--- config.mk ---
export PLATFORM = sky130hd
export DESIGN_NAME = timer
export DESIGN_NICKNAME = d
export VERILOG_FILES = /design/src/rtl/timer.sv
export SDC_FILE = /design/constraint.sdc
export NUM_CORES = 1
export LEC_CHECK = 0
export CAP_MARGIN = 5
export CELL_PAD_IN_SITES_DETAIL_PLACEMENT = 0
export CELL_PAD_IN_SITES_GLOBAL_PLACEMENT = 1
export CORE_AREA = 8 8 83 67
export DETAILED_ROUTE_END_ITERATION = 16
export DIE_AREA = 0 0 91 75
export HOLD_SLACK_MARGIN = 0.05
export PLACE_DENSITY = 0.74
export SETUP_SLACK_MARGIN = 0.5
export SLEW_MARGIN = 20
export SYNTH_ARGS = -nofsm -noshare
export SYNTH_HDL_FRONTEND = slang
export SYNTH_SLANG_ARGS = --single-unit
--- constraint.sdc ---
create_clock -name clk -period 2.15 [get_ports clk]
set_input_delay 0.43 -clock clk [delete_from_list [all_inputs] [get_ports clk]]
set_output_delay 0.43 -clock clk [all_outputs]
set_load 0.03 [all_outputs]
--- src/rtl/timer.sv ---
// timer: prescaled 4-bit countdown with tick/expired flags; define TIMER_AUTO_RELOAD_EN for a repeating countdown
module timer #(
  parameter int unsigned TICKS_PER_UNIT = 50_000_000,
  parameter logic [3:0] START_VALUE = 4'd15
) (
  input logic clk,
  input logic reset,
  input logic enable,
  output logic [3:0] newTime,
  output logic tick,
  output logic expired
);
  localparam int W = TICKS_PER_UNIT > 1 ? $clog2(TICKS_PER_UNIT) : 1;
  localparam logic [W-1:0] LAST = W'(TICKS_PER_UNIT - 1);
  logic [W-1:0] cnt;
  logic run;
  logic wrap;
`ifdef TIMER_AUTO_RELOAD_EN
  assign run = enable;
`else
  assign run = enable && !expired;
`endif
  assign wrap = run && cnt == LAST;
  always_ff @(posedge clk) begin
    if (reset) begin
      cnt <= '0;
      newTime <= START_VALUE;
      tick <= 1'b0;
      expired <= 1'b0;
    end else begin
      tick <= wrap;
      if (run) cnt <= wrap ? '0 : cnt + 1'b1;
`ifdef TIMER_AUTO_RELOAD_EN
      if (wrap) newTime <= newTime == 4'd0 ? START_VALUE : newTime - 1'b1;
      expired <= wrap && newTime == 4'd1;
`else
      if (wrap && newTime != 4'd0) newTime <= newTime - 1'b1;
      if (wrap && newTime == 4'd1) expired <= 1'b1;
`endif
    end
  end
endmodule

Word level (Yosys, flattened, before mapping)
Index checks and enable logic that the tools add are counted.
{ "totals": {"elab_cells": 15, "out_inout_bits": 6, "latchBits": 0, "romBits": 0, "mem_count": 0, "reg_bits": 32, "ram_bits": 0, "in_bits": 3} }
{ "classes": {"div": 0, "order_cmp": 0, "n_reduce_logical": 6, "multipliers": 0, "addsub": 2, "eq_ne": 2, "n_mux": 1, "shifts": 0, "bitwise": 0} }
{ "op_table": {"columns": ["operator", "count"], "rows": [
  ["26-bit by 1-bit adder with 26-bit output, second input constant", 1],
  ["26-bit equality test, second input constant", 1],
  ["26-bit 2-to-1 mux", 1],
  ["4-bit by 1-bit equality test with 1-bit output, second input constant", 1],
  ["1-bit logical AND", 4],
  ["4-bit nonzero test", 1],
  ["4-bit by 1-bit subtractor with 4-bit output, second input constant", 1],
  ["1-bit logical NOT", 1]
]} }

Longest topological paths before layout
{ "depth": {"word_depth": 4, "mapped_depth": 7, "mapped_depth_nobuf": 6} }

Worst setup path before layout
Ideal clock, no wire load.
{ "synth_timing": {"kind": "flip-flop to flip-flop", "from": "reg cnt[8]", "to": "reg newTime[0]", "n_path_buf": 1, "setup_slack_ps": -99, "synth_period_minus_slack_ps": 2249, "setup_time_ps": 120, "arrival_time_ps": 2129, "t_required_ps": 2030, "path_stages_with_launch": 6, "cell_sequence": "dfxtp_1 or4_1 or4_4 buf_6 or4_4 mux2i_1"} }
{ "synth_between": {"elab_chain_len": 3} }
{ "synth_rtl": {"columns": ["item", "line", "text"], "rows": [
  ["from (decl)", "15", "logic [W-1:0] cnt;"],
  ["from (signal assigned)", "32", "if (run) cnt <= wrap ? '0 : cnt + 1'b1;"],
  ["26-bit equality test", "23", "assign wrap = run && cnt == LAST;"],
  ["1-bit logical AND", "23", null],
  ["1-bit logical AND", "37", "if (wrap && newTime != 4'd0) newTime <= newTime - 1'b1;"],
  ["to (signal assigned)", "37", null],
  ["to (decl)", "9", "output logic [3:0] newTime,"]
]} }
Every way passes these cells.
A chain may end at the register's enable or synchronous reset.

Worst setup path after layout
{ "layout_timing": {"from": "reg cnt[18]", "to": "reg newTime[1]"} }
Same word-level chain as after synthesis.

==> impl_metrics.yaml <==
clock_network:
  cts.sinks: 32
  root_buffer: "clkbuf_8"
  htreeDepth: 2
  cts_hold_buf: 0
  clkLatencyLatePin_ns: 0.28
  clockBufferDepth: 2
  clkSlewWorstSetupHoldPaths_ns: 0.06
  cts_inserted_buffers: 5
  tritoncts: "built"
finish:
  area_growth_pct: 29.99
  final_cell_mix: "dfxtp_1 (28), buf_4 (25), nor2_1 (16), a21oi_1 (15), nand4_1 (14)"
  diodes: 0
  drive_above_1_share_pct: 23.28
  final_common_cell: "dfxtp_1"
  final_core_util_pct: 49.94
  nFillCells: 433
  final_nets: 237
  fin_area_um2: 2126
  final-seq-area_um2: 645.6
  stdcell_count: 289
  multiInputGateArea_um2: 989.7
power:
  seqPwrFrac_pct: 53.9
  swShare_pct: 21.23
  p_per_area_nw_per_um2: 521.3
  leakagePower_nw: 0.7624
  ir_drop_v: 0.0005502
  pwr-share-clk_pct: 42.6
  power_mw: 1.108
  power_frac_comb_pct: 3.5
  switchingPower_uw: 235.3
  p_int_uw: 872.9
floorplanning:
  ioPinCount: 9
  rows: 21
  fp.dieH_um: 75
  dieArea_um2: 6825
  die_w_um: 91
  coreArea_um2: 4257
  start_util_pct: 38.42
worst_setup_path:
  r2r_start: "cnt[18]"
  crit_path_top_delay_cell: "or4_4"
  crit_start: "cnt[18]"
  cp_num_buf_inv: 0
  required_ns: 2.32
  timing.critical_path.mode_cell: "or4_4"
  slowest_delay_ns: 0.58
  endpoint_kind: "flip-flop"
  arrival_ns: 2.30
  crit_chain: "or4_4 > or4_4 > or4_4 > mux2i_1"
  path_max_fanout: 4
  startpoint_type: "flip-flop"
  critical_path.top_delay_family: "simple AND/OR/NAND/NOR gates"
  critPathKind: "flip-flop to flip-flop"
timing:
  period_minus_slack_ns: 2.131
  tns_ns: 0
  fin_ws_ns: 0.01874
  fmax_mhz: 469.2
  relSlewSlack_pct: 79.63
  post-route-period-util_pct: 99.13
  finalMaxSlewViolations: 0
  setup_viol: 0
  rsz0062_at_grt: "true"
  holdWs_ns: 0.4840
  finalHoldViolCount: 0
  worst_pin_slew_ns: 0.3068
  finClkSkew_ns: 0.002796
yosys:
  syn_area_um2: 1635
  ys_ff_latch: 32
  synth_top_cells_by_area: "dfxtp_1 (39%), or4_1 (6.4%), nand4_1 (5.4%)"
  seq_area_frac_synth_pct: 39.17
  synth_nets: 202
  synthCells: 196
  synth_top_area_share_pct: 39.17
  synth-warning-count: 0
  yosysUniqueCellTypes: 34
  synth_top_cell_by_area: "dfxtp_1"
  avgSynthCellArea_um2: 8.343
global_route:
  grt_remaining_overflow: 0
  antenna_found_initial: 0
  grt_pass1_wl_um: 7279
  grt_max_degree: 25
  grt_pass1_vias: 1558
  gr-usage-all-layers_pct: 13.24
status:
  run_status: "completed"
routing:
  drc: 0
  wire_per_inst_um: 14.62
  vias: 1602
  firstDrtPassIters: 4
  via_per_inst: 5.543
  wl_um: 4224
  drt_iter0_markers: 116
  final_antenna_net_count: 0
hold_path:
  min-delay-start: "cnt[1]"
  hold_class: "flip-flop to flip-flop"
place:
  place_inst: 279
  gp_congestion: 0.8267
  place_ws_ns: -0.3774
  place_area_um2: 1957
  port_buffers: 8
  dp_hpwl_um: 3140
flow_run:
  maxCapViolations: 0
cells in the mapped netlist (all sizes together):
cell,instances
mux2i,2
ha,3
nor3,3
and4,3
and3,1
o211ai,2
and4b,1
xor2,8
xnor2,2
nand4b,1
nor2,16
or2,3
nand3b,2
nand2,11
nand2b,1
inv,8
buf,4
nand3,10
or3,8
dfxtp,32
or4,16
nor2b,2
o21ai,9
nand4,14
a21oi,16
and2,3
o21a,1
clkbuf,4
o31ai,9
o311ai,1
flip-flops by register name (all words and copies together) (netlist names):
register,flops
cnt,26
newTime,4
expired,1
tick,1
final timing paths:
path / slack (ns) / end / cells after the start
setup reg to reg: 0.02 / newTime[1] / 4
hold / removal: 0.48 / cnt[1] / 2
hold reg to reg: 0.48 / cnt[1] / 2
setup / recovery: 0.02 / newTime[1] / 4
repair_timing:
| action | CTS | global route |
|---|---|---|
| setup buffers | 2 | 0 |
| pin swaps | 3 | 5 |
| resized for setup | 18 | 9 |
| endpoints found under the setup margin | 38 | 33 |
power groups by stage:
| stage | combinational, mW | clock, mW | sequential (mW) |
|---|---|---|---|
| 3_3_place_gp | 0.0364 | 0 | 0.611 |
| 5_1_grt | 0.0421 | 0.512 | 0.598 |
| 4_1_cts | 0.0378 | 0.487 | 0.597 |
| 2_1_floorplan | 0.0182 | 0 | 0.611 |
| 6_report | 0.0390 | 0.472 | 0.597 |
| 3_5_place_dp | 0.0378 | 0 | 0.611 |
layout make-up:
| type | instances | share of cell area, % |
|---|---|---|
| inverters | 8 | 1.413 |
| repair buffers | 36 | 14.07 |
| multi-input cells | 148 | 46.56 |
| clock buffers | 8 | 4.238 |
| flip-flops and latches | 32 | 30.37 |
| well taps | 57 | 3.355 |
worst register-to-register path, delay by kind of cell (launching register included):
family | cells | cell delay (ns)
AND/OR/NAND/NOR | 3 | 1.56
multiplexers | 1 | 0.13
flip-flops | 1 | 0.32
per-layer routing:
layer	routed length [um]	part of all wire (%)	global-route usage, %
met5	0	0	0
met4	42	0.99	3.797
met3	104	2.5	3.287
met2	1937	46	21.51
met1	2139	51	17.12
logic make-up (layout without fill, tap and decap cells):
group | count (synthesis) | after routing | share of synthesized area, %
mux | 2 | 2 | 1.224
flops | 32 | 32 | 39.17
simple gates | 95 | 95 | 33.97
fa+ha+maj | 3 | 3 | 2.296
xor+xnor | 10 | 10 | 5.356
compound gates | 38 | 38 | 13.70
buf+inv | 16 | 52 | 4.284
Note: power is estimated with default switching activity, not from simulation.
